**src/rtl/if_fetch_unit_if.sv**
```systemverilog
// Fetch-stage bus bundle: instruction RAM port, stall/PC-change exchange with the
// instruction-memory FSM, execute redirect and the decode valid/ready handshake.
interface if_fetch_unit_if #(
    parameter int AW = 10
);
    logic          fetch_stall;
    logic [31:0]   imem_rdata;
    logic          redirect_valid;
    logic [31:0]   redirect_pc;
    logic          id_ready;
    logic [AW-1:0] imem_addr;
    logic          pc_changed;
    logic          if_valid;
    logic [31:0]   if_instr;
    logic [31:0]   if_pc;

    modport master (
        input  fetch_stall, imem_rdata, redirect_valid, redirect_pc, id_ready,
        output imem_addr, pc_changed, if_valid, if_instr, if_pc
    );

    modport slave (
        output fetch_stall, imem_rdata, redirect_valid, redirect_pc, id_ready,
        input  imem_addr, pc_changed, if_valid, if_instr, if_pc
    );
endinterface

```
**src/rtl/if_fetch_unit.sv**
```systemverilog
// Instruction-fetch stage: PC owner, 2-entry fetch buffer towards decode, redirect flush.
// Optional performance counters are built when IF_FETCH_PERF_CNT_EN is defined.
module if_fetch_unit #(
    parameter logic [31:0] RESET_PC = 32'h0000_0000,
    parameter int          AW       = 10
) (
    input  logic        clk,
    input  logic        rstn,
    if_fetch_unit_if.master bus
`ifdef IF_FETCH_PERF_CNT_EN
    ,
    output logic [15:0] perf_fetch_cnt,
    output logic [15:0] perf_stall_cnt
`endif
);

    typedef enum logic [1:0] {
        ST_BOOT = 2'd0,
        ST_RUN  = 2'd1,
        ST_FULL = 2'd2
    } state_t;

    state_t      r_state;
    logic [31:0] r_pc;
    logic        r_pc_changed;
    logic [1:0]  r_count;
    logic        r_wr_ptr;
    logic        r_rd_ptr;
    logic [31:0] r_buf_instr [2];
    logic [31:0] r_buf_pc    [2];

    logic        w_redirect;
    logic        w_pop;
    logic        w_pop_eff;
    logic        w_capture;
    logic [31:0] w_redirect_target;

    // Redirect outranks everything; a redirect also cancels any same-cycle pop.
    assign w_redirect        = bus.redirect_valid & (r_state != ST_BOOT);
    assign w_pop             = (r_count != 2'd0) & bus.id_ready;
    assign w_pop_eff         = w_pop & ~w_redirect;
    assign w_capture         = (r_state == ST_RUN) & ~bus.fetch_stall & ~w_redirect &
                               ((r_count < 2'd2) | w_pop);
    assign w_redirect_target = bus.redirect_pc & 32'hFFFF_FFFC;

    assign bus.imem_addr  = r_pc[AW+1:2];
    assign bus.pc_changed = r_pc_changed;
    assign bus.if_valid   = (r_count != 2'd0);
    assign bus.if_instr   = r_buf_instr[r_rd_ptr];
    assign bus.if_pc      = r_buf_pc[r_rd_ptr];

    // Fetch control FSM: owns the PC and the pc_changed pulse to the memory FSM.
    always_ff @(posedge clk or negedge rstn) begin
        if (!rstn) begin
            r_state      <= ST_BOOT;
            r_pc         <= RESET_PC;
            r_pc_changed <= 1'b0;
        end else if (w_redirect) begin
            r_state      <= ST_RUN;
            r_pc         <= w_redirect_target;
            r_pc_changed <= 1'b1;
        end else begin
            r_pc_changed <= 1'b0;
            case (r_state)
                ST_BOOT: begin
                    r_state      <= ST_RUN;
                    r_pc_changed <= 1'b1;
                end
                ST_RUN: begin
                    if (w_capture) begin
                        r_pc         <= r_pc + 32'd4;
                        r_pc_changed <= 1'b1;
                    end else if (!bus.fetch_stall) begin
                        // Response arrived with nowhere to put it: drop it and re-read later.
                        r_state <= ST_FULL;
                    end else begin
                        r_state <= ST_RUN;
                    end
                end
                ST_FULL: begin
                    if (w_pop) begin
                        r_state      <= ST_RUN;
                        r_pc_changed <= 1'b1;
                    end else begin
                        r_state <= ST_FULL;
                    end
                end
                default: begin
                    r_state <= ST_BOOT;
                end
            endcase
        end
    end

    // Circular 2-entry buffer pointers and occupancy.
    always_ff @(posedge clk or negedge rstn) begin
        if (!rstn) begin
            r_count  <= 2'd0;
            r_wr_ptr <= 1'b0;
            r_rd_ptr <= 1'b0;
        end else if (w_redirect) begin
            r_count  <= 2'd0;
            r_wr_ptr <= 1'b0;
            r_rd_ptr <= 1'b0;
        end else begin
            case ({w_capture, w_pop_eff})
                2'b10:   r_count <= r_count + 2'd1;
                2'b01:   r_count <= r_count - 2'd1;
                default: r_count <= r_count;
            endcase
            if (w_capture) begin
                r_wr_ptr <= ~r_wr_ptr;
            end else begin
                r_wr_ptr <= r_wr_ptr;
            end
            if (w_pop_eff) begin
                r_rd_ptr <= ~r_rd_ptr;
            end else begin
                r_rd_ptr <= r_rd_ptr;
            end
        end
    end

    // Buffer storage: written only on a capture.
    always_ff @(posedge clk or negedge rstn) begin
        if (!rstn) begin
            for (int i = 0; i < 2; i++) begin
                r_buf_instr[i] <= 32'd0;
                r_buf_pc[i]    <= 32'd0;
            end
        end else if (w_capture) begin
            r_buf_instr[r_wr_ptr] <= bus.imem_rdata;
            r_buf_pc[r_wr_ptr]    <= r_pc;
        end else begin
            r_buf_instr[r_wr_ptr] <= r_buf_instr[r_wr_ptr];
            r_buf_pc[r_wr_ptr]    <= r_buf_pc[r_wr_ptr];
        end
    end

`ifdef IF_FETCH_PERF_CNT_EN
    logic [15:0] r_perf_fetch_cnt;
    logic [15:0] r_perf_stall_cnt;

    // Saturating counters: captures, and active cycles with nothing for decode.
    always_ff @(posedge clk or negedge rstn) begin
        if (!rstn) begin
            r_perf_fetch_cnt <= 16'd0;
            r_perf_stall_cnt <= 16'd0;
        end else begin
            if (w_capture && (r_perf_fetch_cnt != 16'hFFFF)) begin
                r_perf_fetch_cnt <= r_perf_fetch_cnt + 16'd1;
            end else begin
                r_perf_fetch_cnt <= r_perf_fetch_cnt;
            end
            if ((r_state != ST_BOOT) && (r_count == 2'd0) && (r_perf_stall_cnt != 16'hFFFF)) begin
                r_perf_stall_cnt <= r_perf_stall_cnt + 16'd1;
            end else begin
                r_perf_stall_cnt <= r_perf_stall_cnt;
            end
        end
    end

    assign perf_fetch_cnt = r_perf_fetch_cnt;
    assign perf_stall_cnt = r_perf_stall_cnt;
`endif

endmodule

```
**src/flat_wrapper.sv**
```systemverilog
// flat-port wrapper written by rule: the top's interface ports become plain ports
module if_fetch_unit_flat 
#(
    parameter logic [31:0] RESET_PC = 32'h0000_0000,
    parameter int          AW       = 10
)
  (clk, rstn, bus_fetch_stall, bus_imem_rdata, bus_redirect_valid, bus_redirect_pc, bus_id_ready, bus_imem_addr, bus_pc_changed, bus_if_valid, bus_if_instr, bus_if_pc);
  if_fetch_unit_if #(.AW(AW)) bus_i ();
  input  logic clk;
  input  logic rstn;
  input wire logic [$bits(bus_i.fetch_stall)-1:0] bus_fetch_stall;
  input wire logic [$bits(bus_i.imem_rdata)-1:0] bus_imem_rdata;
  input wire logic [$bits(bus_i.redirect_valid)-1:0] bus_redirect_valid;
  input wire logic [$bits(bus_i.redirect_pc)-1:0] bus_redirect_pc;
  input wire logic [$bits(bus_i.id_ready)-1:0] bus_id_ready;
  output wire logic [$bits(bus_i.imem_addr)-1:0] bus_imem_addr;
  output wire logic [$bits(bus_i.pc_changed)-1:0] bus_pc_changed;
  output wire logic [$bits(bus_i.if_valid)-1:0] bus_if_valid;
  output wire logic [$bits(bus_i.if_instr)-1:0] bus_if_instr;
  output wire logic [$bits(bus_i.if_pc)-1:0] bus_if_pc;
  assign bus_i.fetch_stall = bus_fetch_stall;
  assign bus_i.imem_rdata = bus_imem_rdata;
  assign bus_i.redirect_valid = bus_redirect_valid;
  assign bus_i.redirect_pc = bus_redirect_pc;
  assign bus_i.id_ready = bus_id_ready;
  assign bus_imem_addr = bus_i.imem_addr;
  assign bus_pc_changed = bus_i.pc_changed;
  assign bus_if_valid = bus_i.if_valid;
  assign bus_if_instr = bus_i.if_instr;
  assign bus_if_pc = bus_i.if_pc;
  if_fetch_unit #(.RESET_PC(RESET_PC), .AW(AW)) u_core (.clk(clk), .rstn(rstn), .bus(bus_i));
endmodule
```
**config.mk**
```make
export PLATFORM = sky130hd
export DESIGN_NAME = if_fetch_unit_flat
export DESIGN_NICKNAME = d
export VERILOG_FILES = /design/src/rtl/if_fetch_unit_if.sv /design/src/rtl/if_fetch_unit.sv /design/src/flat_wrapper.sv
export SDC_FILE = /design/constraint.sdc
export NUM_CORES = 1
export LEC_CHECK = 0
export CAP_MARGIN = 15
export CORE_ASPECT_RATIO = 1.25
export CORE_MARGIN = 3
export CORE_UTILIZATION = 45
export CTS_BUF_LIST = sky130_fd_sc_hd__clkbuf_8
export DETAILED_ROUTE_END_ITERATION = 10
export PLACE_DENSITY = 0.74
export SLEW_MARGIN = 20
export SYNTH_ARGS = -nofsm -noshare
export SYNTH_HDL_FRONTEND = slang
export SYNTH_SLANG_ARGS = --single-unit
```
**constraint.sdc**
```tcl
create_clock -name clk -period 3.4 [get_ports clk]
set_input_delay 0.34 -clock clk [delete_from_list [all_inputs] [get_ports clk]]
set_output_delay 0.34 -clock clk [all_outputs]
set_load 0.01 [all_outputs]
```
==> impl_metrics.toml <==
[global_route]
grt_start_max_net_pins = 82
antenna_found_initial = 0
overflow = 0
grt_pass1_vias = 5758
grt_pass1_wl_um = 29930
grt_usage = 0.1899

[cells_and_area]
post-route-util = 0.5811
drive_gt1_frac = 0.3238
nets = 795
final_cell_mix = "164 x dfrtp_1, 141 x clkdlybuf4s50_1, 138 x mux2_2, 46 x mux2_4, 38 x nand2_1"
layout_commonest_cell = "dfrtp_1"
stdcell_area_um2 = 9942
fin_cells = 955
area_delta_synth_final_pct = 24.88
diodes = 0

[yosys]
synth_xor_xnor_area_share = 0.008801
netlist_area_um2 = 7961
synth_ff_type = "dfrtp_1"
synth_seq_area_share = 0.5186
synth_edf_count = 0
syn-num-nets = 668
synth_top_family_by_area = "multiplexers"
synthSimpleGateAreaFrac = 0.09147
synth-warning-count = 0
synthMuxAreaShare = 0.2925
ys_seq_elements = 165
synth_cells = 597
synth_compound_area_frac = 0.04730
async_flop_share = 1.000
synth_fa_ha_area_frac = 0.003143
synth_cell_types = 55
postSynthAreaPerCell_um2 = 13.34

[worst_setup_path]
rr_startpoint = "u_core.r_state[1]"
crit_path_start_kind = "flip-flop"
critical_path_class = "flip-flop to primary output"
required_ns = 3.06
worstSetupStartpoint = "u_core.r_rd_ptr"
critPathCaptureType = "primary output"
critPathArrivalTime_ns = 2.20
worstPathMaxFanout = 40
reg2regPathDepth = 6

[place]
placed_area_um2 = 9500
port_buffers = 142
dp_hpwl_um = 12020
dpl.cell_count = 924
dp_slack_ns = 0.7786
routabilityCongestion = 0.8255

[die]
dieHeight_um = 154.7
ios = 145
core_um2 = 17110
fp.dieW_um = 125.0
initial_core_util = 0.4653
rows = 53
die-area_um2 = 19330

[clock_tree]
postCtsSetupBuffers = 0
clk_latency_ns = 0.44
path_clk_slew_ns = 0.08
htreeDepth = 4
numCtsBuffers = 17
cts_root_buf = "clkbuf_8"
cts-resized-gates = 0
cts_tree = "yes"
cts_num_sinks = 165
clk_path_buf_depth = 2

[sta]
hold_viol = 0
clock_skew_ns = 0.01303
slew_headroom = 0.4994
setup_viol = 0
rsz0062_at_grt = "false"
finalMaxSlewViolations = 0
final.period_utilization = 0.7463
finalWorstSetupSlack_ns = 0.8626
fmax_ghz = 0.3941
fin_setup_tns_ns = 0
holdWs_ns = 0.4506
worst_pin_slew_ns = 0.7508
fin_crit_ns = 2.537

[routing]
wire_per_inst_um = 18.53
routed_via_density = 5.529
detail-route-antenna-nets = 0
drt-pass1-iter-count = 4
drt_wl_total_um = 17700
vias = 5280
drt_iter0_drc = 260
route.detailed.drc = 0

[power]
p_per_area_nw_per_um2 = 827.2
peakVddDrop_uv = 296.1
total_power_mw = 8.224
leakage_nw = 4.333

[min_path]
hp-class = "input pin to flip-flop"
min_path_cells = 3
holdCritStartpoint = "bus_redirect_pc[7]"

[outcome]
status = "finished clean"

[run]
maxCapViolCount = 0
timing repair:
item / in CTS / in global routing
hold buffers: 1 / 0
endpoints found under the setup margin: 0 / 0
endpoints found under the hold margin: 79 / 0
worst max-delay path: stages (launching register included):
cell	delay, ns
dfrtp_2	0.36
buf_4	0.48
mux2_2	0.40
clkdlybuf4s50_1	0.53
registers in the layout (all words and copies together) (netlist names):
register,flops
u_core.r_rd_ptr,1
u_core.r_buf_pc,64
u_core.r_pc,30
u_core.r_count,2
u_core.r_wr_ptr,1
u_core.bus.pc_changed,1
u_core.r_state,2
u_core.r_buf_instr,64
Yosys cell counts (all sizes together), types with 6 or more instances:
cell,n,area (um^2)
mux2,187,2278
dfrtp,165,4129
nand2,39,148.9
buf,32,241.5
nand3,23,120.1
o21ai,18,90.09
nand4,14,100.1
clkbuf,13,48.80
nor2,13,56.30
o211ai,9,67.56
a21oi,6,30.03
a221o,6,60.06
nand2b,6,37.54
power breakdown:
| group | internal [mW] | total (mW) | switching [mW] |
|---|---|---|---|
| Sequential | 2.73 | 3.23 | 0.496 |
| Combinational | 2.22 | 3.47 | 1.25 |
| Clock | 0.846 | 1.53 | 0.679 |
| Total | 5.80 | 8.22 | 2.42 |
final timing paths:
| check | to | slack (ns) |
|---|---|---|
| max | bus_if_pc[2] | 0.86 |
| min | u_core.r_pc[7] | 0.45 |
| max reg2reg | u_core.r_buf_instr[36] | 1.14 |
| min reg2reg | u_core.r_buf_pc[1] | 0.49 |
| max in group asynchronous | u_core.r_buf_pc[59] | 1.98 |
| min in group asynchronous | u_core.r_buf_instr[16] | 0.49 |
logic make-up (layout without fill, tap and decap cells):
group | after synthesis | after routing
flip-flops | 165 | 165
AO/OA/AOI/OAI | 55 | 55
AND/OR/NAND/NOR | 127 | 127
adder cells (fa/ha/maj) | 2 | 2
XOR/XNOR | 8 | 8
multiplexers | 192 | 192
buffers and inverters | 48 | 186
area by class of cell:
cell class	count	area (um^2)
Multi-Input combinational cell	384	3533
Tap cell	220	275.3
Clock inverter	10	156.4
Fill cell	1381	7167
Sequential cell	165	4130
Inverter	3	13.76
Timing Repair Buffer	153	1558
Clock buffer	20	275.3
routing by layer:
metal  routed length, um  track usage  share of wire
met1                7408       0.2396           0.42
met2                9346       0.3304           0.53
met3                 772      0.04111          0.044
met4                 172      0.05372         0.0097
met5                   0            0              0
Note: power is estimated with default switching activity, not from simulation.
